### src/rtl/dmem_arb_pkg.sv
// ---------------------------------------------------------------------------
// dmem_arb_pkg
// Shared definitions for the data-memory arbiter: FSM state encoding,
// requester identifiers and the read-latency limits.
// ---------------------------------------------------------------------------
package dmem_arb_pkg;

  // Arbiter FSM states. Encoding is fixed so debug tools can decode it.
  typedef enum logic [1:0] {
    IDLE  = 2'd0,
    ISSUE = 2'd1,
    WAIT  = 2'd2
  } state_t;

  // Requester identifiers. These also index the round-robin pointer.
  typedef enum logic {
    REQ_CPU = 1'b0,
    REQ_DMA = 1'b1
  } req_id_t;

  // Largest supported memory read latency and the counter width that holds it.
  localparam int RD_LAT_MAX = 3;
  localparam int LAT_CNT_W  = 2;

  // Port that gets priority after the given port has been served.
  function automatic req_id_t other_port(input req_id_t id);
    return (id == REQ_CPU) ? REQ_DMA : REQ_CPU;
  endfunction

endpackage

### src/rtl/dmem_arbiter_rr_arb2.sv
// ---------------------------------------------------------------------------
// rr_arb2
// Combinational two-way round-robin picker.
//
// Ports:
//   valid0, valid1 : request present on port 0 / port 1
//   rr_ptr         : port that wins when both are requesting
//   gnt0, gnt1     : one-hot grant, or all zero when nobody requests
// ---------------------------------------------------------------------------
module rr_arb2
  import dmem_arb_pkg::*;
(
  input  logic valid0,
  input  logic valid1,
  input  logic rr_ptr,
  output logic gnt0,
  output logic gnt1
);

  always_comb begin
    gnt0 = valid0 && (!valid1 || (rr_ptr == REQ_CPU));
    gnt1 = valid1 && (!valid0 || (rr_ptr == REQ_DMA));
  end

endmodule

### src/rtl/dmem_arbiter.sv
// ---------------------------------------------------------------------------
// dmem_arbiter
// Shares a single-port data memory between the CPU load/store port (req0)
// and the loader/DMA port (req1). One transaction is in flight at a time and
// grants alternate round-robin when both ports request together.
//
// Parameters:
//   ADDR_W : word address width (requester and memory side)
//   DATA_W : data width
//   RD_LAT : memory read latency in cycles after the mem_re cycle, 0..3
//
// Ports:
//   clk, rst                 : clock, synchronous active-high reset
//   reqN_valid/we/addr/wdata : request from port N (N = 0 CPU, 1 DMA)
//   reqN_ready               : request accepted this cycle (valid && ready)
//   reqN_rvalid              : one-cycle pulse, read data valid on port N
//   reqN_rdata               : read data, held until the next rvalid on N
//   mem_addr, mem_wdata      : registered address / write data to memory
//   mem_we, mem_re           : one-cycle write / read strobes
//   mem_rdata                : memory read data, RD_LAT cycles after mem_re
//   busy                     : a transaction is in progress (not IDLE)
//
// Timeline for a request accepted in cycle T:
//   T            : reqN_ready high (combinational, IDLE only)
//   T+1          : strobe on the memory port (ISSUE)
//   T+1+RD_LAT   : mem_rdata captured for reads
//   T+2+RD_LAT   : reqN_rvalid pulse, arbiter already back in IDLE
// ---------------------------------------------------------------------------
module dmem_arbiter
  import dmem_arb_pkg::*;
#(
  parameter int ADDR_W = 16,
  parameter int DATA_W = 16,
  parameter int RD_LAT = 0
) (
  input  logic              clk,
  input  logic              rst,

  input  logic              req0_valid,
  input  logic              req0_we,
  input  logic [ADDR_W-1:0] req0_addr,
  input  logic [DATA_W-1:0] req0_wdata,
  output logic              req0_ready,
  output logic              req0_rvalid,
  output logic [DATA_W-1:0] req0_rdata,

  input  logic              req1_valid,
  input  logic              req1_we,
  input  logic [ADDR_W-1:0] req1_addr,
  input  logic [DATA_W-1:0] req1_wdata,
  output logic              req1_ready,
  output logic              req1_rvalid,
  output logic [DATA_W-1:0] req1_rdata,

  output logic [ADDR_W-1:0] mem_addr,
  output logic [DATA_W-1:0] mem_wdata,
  output logic              mem_we,
  output logic              mem_re,
  input  logic [DATA_W-1:0] mem_rdata,

  output logic              busy
);

  state_t                 state;
  req_id_t                rr_ptr;
  req_id_t                owner;
  logic                   is_write;
  logic [LAT_CNT_W-1:0]   lat_cnt;

  logic                   gnt0;
  logic                   gnt1;
  logic                   accept;
  req_id_t                sel;
  logic                   sel_we;
  logic [ADDR_W-1:0]      sel_addr;
  logic [DATA_W-1:0]      sel_wdata;
  logic                   capture;

  rr_arb2 u_rr_arb2 (
    .valid0 (req0_valid),
    .valid1 (req1_valid),
    .rr_ptr (rr_ptr),
    .gnt0   (gnt0),
    .gnt1   (gnt1)
  );

  // Ready is only offered in IDLE, and never while reset is asserted so that
  // nothing looks accepted in a cycle whose state update is being discarded.
  always_comb begin
    req0_ready = (state == IDLE) && !rst && gnt0;
    req1_ready = (state == IDLE) && !rst && gnt1;
    accept     = req0_ready || req1_ready;
    sel        = req1_ready ? REQ_DMA : REQ_CPU;
    sel_we     = req1_ready ? req1_we    : req0_we;
    sel_addr   = req1_ready ? req1_addr  : req0_addr;
    sel_wdata  = req1_ready ? req1_wdata : req0_wdata;
  end

  // Read data is sampled in ISSUE when the memory is combinational, otherwise
  // in the last WAIT cycle (lat_cnt == 1), which is RD_LAT cycles after mem_re.
  always_comb begin
    capture = 1'b0;
    if (!is_write) begin
      if (state == ISSUE && RD_LAT == 0)
        capture = 1'b1;
      else if (state == WAIT && lat_cnt == LAT_CNT_W'(1))
        capture = 1'b1;
    end
  end

  assign busy = (state != IDLE);

  always_ff @(posedge clk) begin
    if (rst) begin
      state       <= IDLE;
      rr_ptr      <= REQ_CPU;
      owner       <= REQ_CPU;
      is_write    <= 1'b0;
      lat_cnt     <= '0;
      mem_addr    <= '0;
      mem_wdata   <= '0;
      mem_we      <= 1'b0;
      mem_re      <= 1'b0;
      req0_rvalid <= 1'b0;
      req1_rvalid <= 1'b0;
      req0_rdata  <= '0;
      req1_rdata  <= '0;
    end else begin
      // Strobes and response pulses are single-cycle unless set below.
      mem_we      <= 1'b0;
      mem_re      <= 1'b0;
      req0_rvalid <= 1'b0;
      req1_rvalid <= 1'b0;

      // Response stage: route the captured word to the owning port.
      if (capture) begin
        if (owner == REQ_CPU) begin
          req0_rdata  <= mem_rdata;
          req0_rvalid <= 1'b1;
        end else begin
          req1_rdata  <= mem_rdata;
          req1_rvalid <= 1'b1;
        end
      end

      unique case (state)
        // Accept stage: latch the winning request and hand priority over.
        IDLE: begin
          if (accept) begin
            owner     <= sel;
            is_write  <= sel_we;
            mem_addr  <= sel_addr;
            mem_wdata <= sel_wdata;
            mem_we    <= sel_we;
            mem_re    <= !sel_we;
            rr_ptr    <= other_port(sel);
            state     <= ISSUE;
          end
        end

        // Issue stage: the strobe is on the memory port this cycle.
        ISSUE: begin
          if (is_write || RD_LAT == 0) begin
            state <= IDLE;
          end else begin
            lat_cnt <= LAT_CNT_W'(RD_LAT);
            state   <= WAIT;
          end
        end

        // Wait stage: count down the memory read latency.
        WAIT: begin
          lat_cnt <= lat_cnt - LAT_CNT_W'(1);
          if (lat_cnt == LAT_CNT_W'(1))
            state <= IDLE;
        end

        default: state <= IDLE;
      endcase
    end
  end

endmodule

### config.mk
export PLATFORM = sky130hd
export DESIGN_NAME = dmem_arbiter
export DESIGN_NICKNAME = d
export VERILOG_FILES = /design/src/rtl/dmem_arb_pkg.sv /design/src/rtl/dmem_arbiter_rr_arb2.sv /design/src/rtl/dmem_arbiter.sv
export SDC_FILE = /design/constraint.sdc
export NUM_CORES = 1
export LEC_CHECK = 0
export ABC_AREA = 0
export BUFFER_PORTS_ARGS = -buffer_cell sky130_fd_sc_hd__buf_2
export CORE_AREA = 2 2 84 86
export CTS_BUF_LIST = sky130_fd_sc_hd__clkbuf_4
export DETAILED_ROUTE_END_ITERATION = 12
export DIE_AREA = 0 0 86 88
export PLACE_DENSITY = 0.87
export SYNTH_ARGS = -nofsm -noshare
export SYNTH_HDL_FRONTEND = slang
export SYNTH_HIERARCHICAL = 1
export SYNTH_SLANG_ARGS = --single-unit
### constraint.sdc
create_clock -name clk -period 1.75 [get_ports clk]
set_input_delay 0.175 -clock clk [delete_from_list [all_inputs] [get_ports clk]]
set_output_delay 0.175 -clock clk [all_outputs]
set_load 0.01 [all_outputs]
==> results of run 1 <==
[power by group through the flow]
| stage | clock network [mW] | logic, mW | registers, mW |
|---|---|---|---|
| after floorplan | 0 | 0.390 | 1.89 |
| after global placement | 0 | 0.682 | 1.84 |
| after detailed placement | 0 | 0.706 | 1.84 |
| after CTS | 0.856 | 0.743 | 1.81 |
| after global routing | 0.914 | 0.815 | 1.82 |
| final | 0.824 | 0.745 | 1.81 |
[sequential cells by signal, indices dropped and copies added, names as in the netlist]
register	count
req1_rvalid	1
req0_rdata	16
req1_rdata	16
owner	1
mem_we	1
mem_addr	16
state	1
is_write	1
mem_re	1
rr_ptr	1
mem_wdata	16
req0_rvalid	1
[stage by stage]
step / utilization [%] / power [mW] / std cells
after detailed placement: 57.7 / 2.55 / 532
after global routing: 61.7 / 3.55 / 561
after global placement: 57.7 / 2.52 / 532
after floorplan: - / 2.28 / 320
after CTS: 61.4 / 3.41 / 559
final: 61.7 / 3.38 / 561
[kinds of logic (layout without fill, tap and decap cells)]
family | Yosys count | count (layout) | synth area share (%)
multiplexers | 32 | 32 | 10.6
flip-flops | 72 | 72 | 47.6
buffers and inverters | 32 | 193 | 5.50
AO/OA/AOI/OAI | 104 | 104 | 24.9
AND/OR/NAND/NOR | 80 | 80 | 11.4
[repair_timing]
action / 4_1_cts / 5_1_grt
hold buffers: 11 / 0
gates resized for setup: 0 / 2
endpoints found under the setup margin: 1 / 2
setup buffers: 0 / 2
endpoints found under the hold margin: 12 / 0
gates cloned: 1 / 0
[synthesized netlist by cell type (all sizes together)]
master and instances:
dfxtp 72, nand2 66, a21oi 65, a211oi 32, mux2i 32, buf 18, clkbuf 12, a21boi 3
nand3b 3, nor2 3, and2 2, inv 2, nand2b 2, and3b 1, nor3b 1, o21a 1
o21ai 1, o21bai 1, o22ai 1, or2 1, or3b 1
[final timing paths]
| kind | cells after the start | endpoint | slack (ps) |
|---|---|---|---|
| max | 4 | req0_ready | 160 |
| min | 3 | req1_rdata[2] | 20 |
| max reg2reg | 5 | mem_wdata[1] | 190 |
| min reg2reg | 2 | req0_rdata[0] | 460 |
[per-layer routing]
layer / vias to the layer above / global-route usage, %
li1: 1434 / -
met1: 1329 / 25.4
met2: 106 / 35.7
met3: 21 / 3.86
met4: 0 / 11.3
met5: - / 0
[layout make-up]
type | instances | area (sq um)
multi-input combinational | 216 | 1440
timing repair buffer | 176 | 1010
clock buffer | 10 | 75.1
fill | 589 | 2540
tap | 80 | 100
inverter | 2 | 7.51
clock inverter | 5 | 25.0
sequential | 72 | 1440
[worst max-delay path, cell delays in order (launching register included)]
cell,delay [ps]
dfxtp_1,390
nor2_4,150
buf_6,170
and2_1,170
buf_2,150
==> flow_summary.toml, run 1 <==
[critical_path]
critical_path_class = "flip-flop to primary output"
r2r_start = "rr_ptr"
cp-startpoint = "state[0]"
arrival_ps = 1410
crit_fanout = 15
worst_setup_path_start_kind = "flip-flop"
crit_path_end_kind = "primary output"
cp.required_ps = 1570

[global_routing]
overflow = 0
globalRouteTotalUtil_pct = 21.1
grt_pass1_wl_um = 12700
grt_pass1_vias = 2798
grt_max_degree = 70
antenna_found_initial = 0

[detailed_routing]
vias = 2890
wl_met3_um = 418
routedWlPerCell_um = 14.4
routed_wl_um = 8070
top_layer = "met4"
drt_iter0_markers = 104
drtPass1Iterations = 4
viasPerCell = 5.15
routed-wl-met2_um = 4080
wl_met1_um = 3370
drc_errors = 0
ant_nets = 0

[synthesis]
yosysTopAreaCell = "dfxtp_1"
postSynthAreaPerCell_sq_um = 9.46
synth_top_area_share_pct = 47.6
synth.net_count = 406
ys_warn_count = 6
synth_area_leaders = "dfxtp_1 48%, a211oi_2 12%, a21oi_1 11%"
syn_inst = 320
synthDistinctLibCells = 26
synth_seq_area_share_pct = 47.6
synth_seq_cells = 72
syn_area_sq_um = 3030

[cells_and_area]
mostFrequentLayoutCells = "156 x buf_2, 72 x dfxtp_1, 66 x nand2_1"
fin_nets = 563
n_antenna_cell = 0
final_common_cell = "buf_2"
drive_above_1_share_pct = 43.7
area_delta_synth_final_pct = 35.4
design_area_sq_um = 4100

[pwr]
power_frac_comb_pct = 22.0
clkPwrFrac_pct = 24.4
ir_worst_vdd_mv = 0.498
p_per_area_nw_per_um2 = 824
p_switching_mw = 0.999
swShare_pct = 29.6
power.internal_mw = 2.38
power.leakage_nw = 1.84
p_seq_share_pct = 53.6

[sta]
fin_crit_sh_pct = 90.7
fin_ws_ps = 163
fin_worst_skew_ps = 11.9
relSlewSlack_pct = 53.5
rsz0062_at_grt = "false"
setup_violations = 0
slew_violations = 0
hold_viol = 0
tightest_slew_ps = 696
timing.hold.ws_ps = 24.6
fmax_ghz = 0.630
tns_ps = 0
fin_crit_ps = 1590

[clock_tree]
cts_buffer_depth = 2
htree_levels = 3
clock_sinks = 72
clock_latency_ps = 390
numCtsBuffers = 9
clk_pin_slew_worst_paths_ps = 110
root_buffer = "clkbuf_4"
cts_tree = "yes"

[placement]
io_buffers = 156
gp_congestion = 0.740
dp_slack_ps = 211
dpl-instance-area_sq_um = 3830
place_hpwl_um = 5510

[floorplanning]
chipWidth_um = 86
die_y_um = 88
initial_utilization_pct = 45.6
die_area_sq_um = 7570
io_pins = 157
core_sq_um = 6640
rows = 30

[hold_path]
hp-class = "input port to flip-flop"
worstHoldStart = "mem_rdata[2]"

[job]
max_cap_violations = 0

[status]
status = "finished, final reports clean"
Note: power is estimated with default switching activity, not from simulation.
==> run 2: changes to the inputs <==
Settings changed: CORE_AREA 2 2 84 86 to 2 2 93 77, DIE_AREA 0 0 86 88 to 0 0 95 79.
==> flow_summary.toml, run 2 (synthesized netlist as in run 1, its figures left out) <==
[floorplanning]
die_area_sq_um = 7510
core_sq_um = 6660
chipWidth_um = 95
rows = 27
initial_utilization_pct = 45.5
io_pins = 157
die_y_um = 79

[critical_path]
cp.required_ps = 1570
crit_path_end_kind = "primary output"
path_cells = "nor2_4, buf_4, nand2_1, inv_1, buf_2"
crit-reg2reg-capture = "is_write"
crit_fanout = 9
reg2reg_depth = 7
cp_slowest_cell = "dfxtp_1"
arrival_ps = 1450
critical_path_class = "flip-flop to primary output"
worstSetupEndpoint = "req1_ready"
slowest_delay_ps = 400
worst_setup_path_start_kind = "flip-flop"
r2r_start = "rr_ptr"
cp-startpoint = "state[0]"
regToRegSetupSlack_ps = 130

[sta]
fin_worst_skew_ps = 16.1
setup_violations = 0
tns_ps = 0
relSlewSlack_pct = 59.5
fin_crit_sh_pct = 92.8
hold_viol = 0
fmax_ghz = 0.616
fin_crit_ps = 1620
timing.hold.ws_ps = 121
rsz0062_at_grt = "false"
tightest_slew_ps = 607
slew_violations = 0

[global_routing]
globalRouteTotalUtil_pct = 22.8
use_met2_pct = 40.3
grt_pass1_wl_um = 13400
overflow = 0
grt_pass1_vias = 2870
gr-usage-met1_pct = 26.9
grt_max_degree = 70
gr-usage-met3_pct = 7.12
top_usage_layer = "met2"
antenna_found_initial = 0

[pwr]
p_seq_share_pct = 44.7
power.leakage_nw = 1.94
power.internal_mw = 2.98
p_per_area_nw_per_um2 = 940
ir_worst_vdd_mv = 0.477
clkPwrFrac_pct = 36.3
swShare_pct = 26.4
p_switching_mw = 1.07
power_frac_comb_pct = 19.0

[cells_and_area]
final_common_cell = "buf_2"
design_area_sq_um = 4310
n_antenna_cell = 0
area_delta_synth_final_pct = 42.4
fin_nets = 572
mostFrequentLayoutCells = "156 x buf_2, 71 x dfxtp_1, 66 x nand2_1"
drive_above_1_share_pct = 43.8

[clock_tree]
root_buffer = "clkbuf_4"
numCtsBuffers = 9
clock_sinks = 72
cts_buffer_depth = 2
clock_latency_ps = 400
clk_pin_slew_worst_paths_ps = 120
htree_levels = 3
cts_tree = "yes"

[placement]
place_hpwl_um = 5660
io_buffers = 156
gp_congestion = 0.727
dpl-instance-area_sq_um = 3880

[detailed_routing]
drt_iter0_markers = 99
drc_errors = 0
ant_nets = 0
routed_wl_um = 8380
vias = 2984
drtPass1Iterations = 4
routedWlPerCell_um = 14.5
viasPerCell = 5.16

[hold_path]
hp-class = "input port to flip-flop"
holdPathStages = 3

[status]
status = "finished, final reports clean"

[job]
max_cap_violations = 0
## run 2: worst min path at each step
| stage | startpoint | endpoint | slack, ps |
|---|---|---|---|
| floorplan | req0_we | mem_re | 270 |
| detailed placement | req0_we | mem_re | 380 |
| CTS | mem_rdata[15] | req1_rdata[15] | 3 |
| global route | req0_wdata[0] | mem_wdata[0] | 80 |
| global placement | req0_we | mem_re | 400 |
| finish | req0_wdata[1] | mem_wdata[1] | 120 |
## run 2: layout make-up
cell class	count	area (sq um)
timing repair buffer	185	1110
sequential	72	1440
inverter	2	7.51
clock buffer	9	67.6
tap	87	109
clock inverter	7	141
multi-input combinational	216	1440
fill	571	2340
## run 2: metrics by stage
stage	worst slack [ps]	power [mW]	util (%)	instances
floorplan	308	2.28	-	320
finish	127	4.05	64.8	578
global placement	341	2.54	58.3	542
CTS	66.8	4.09	64.6	577
detailed placement	262	2.57	58.3	542
global route	7.32	4.24	64.8	578
## run 2: timing repair
item	CTS	global route
hold endpoints to repair	29	2
buffers inserted	1	0
resized for setup	0	2
endpoints found under the setup margin	1	2
cloned	1	0
hold buffers	17	1
## run 2: power by group through the flow
stage / Clock, mW / Sequential (mW) / Combinational (mW)
floorplan: 0 / 1.89 / 0.390
global route: 1.57 / 1.83 / 0.840
finish: 1.47 / 1.81 / 0.769
CTS: 1.51 / 1.81 / 0.769
global placement: 0 / 1.84 / 0.697
detailed placement: 0 / 1.84 / 0.720
## run 2: metal layers
layer | part of all wire, % | vias to the layer above
met1 | 41 | 1390
met4 | 1.8 | 0
li1 | - | 1454
met3 | 6.3 | 13
met2 | 51 | 127
met5 | 0 | -
## run 2: worst max-delay path: cells and delay by family (launching register included)
family	cells	cell delay [ps]
buffers and inverters	3	380
DFF	1	400
and+or+nand+nor	2	270
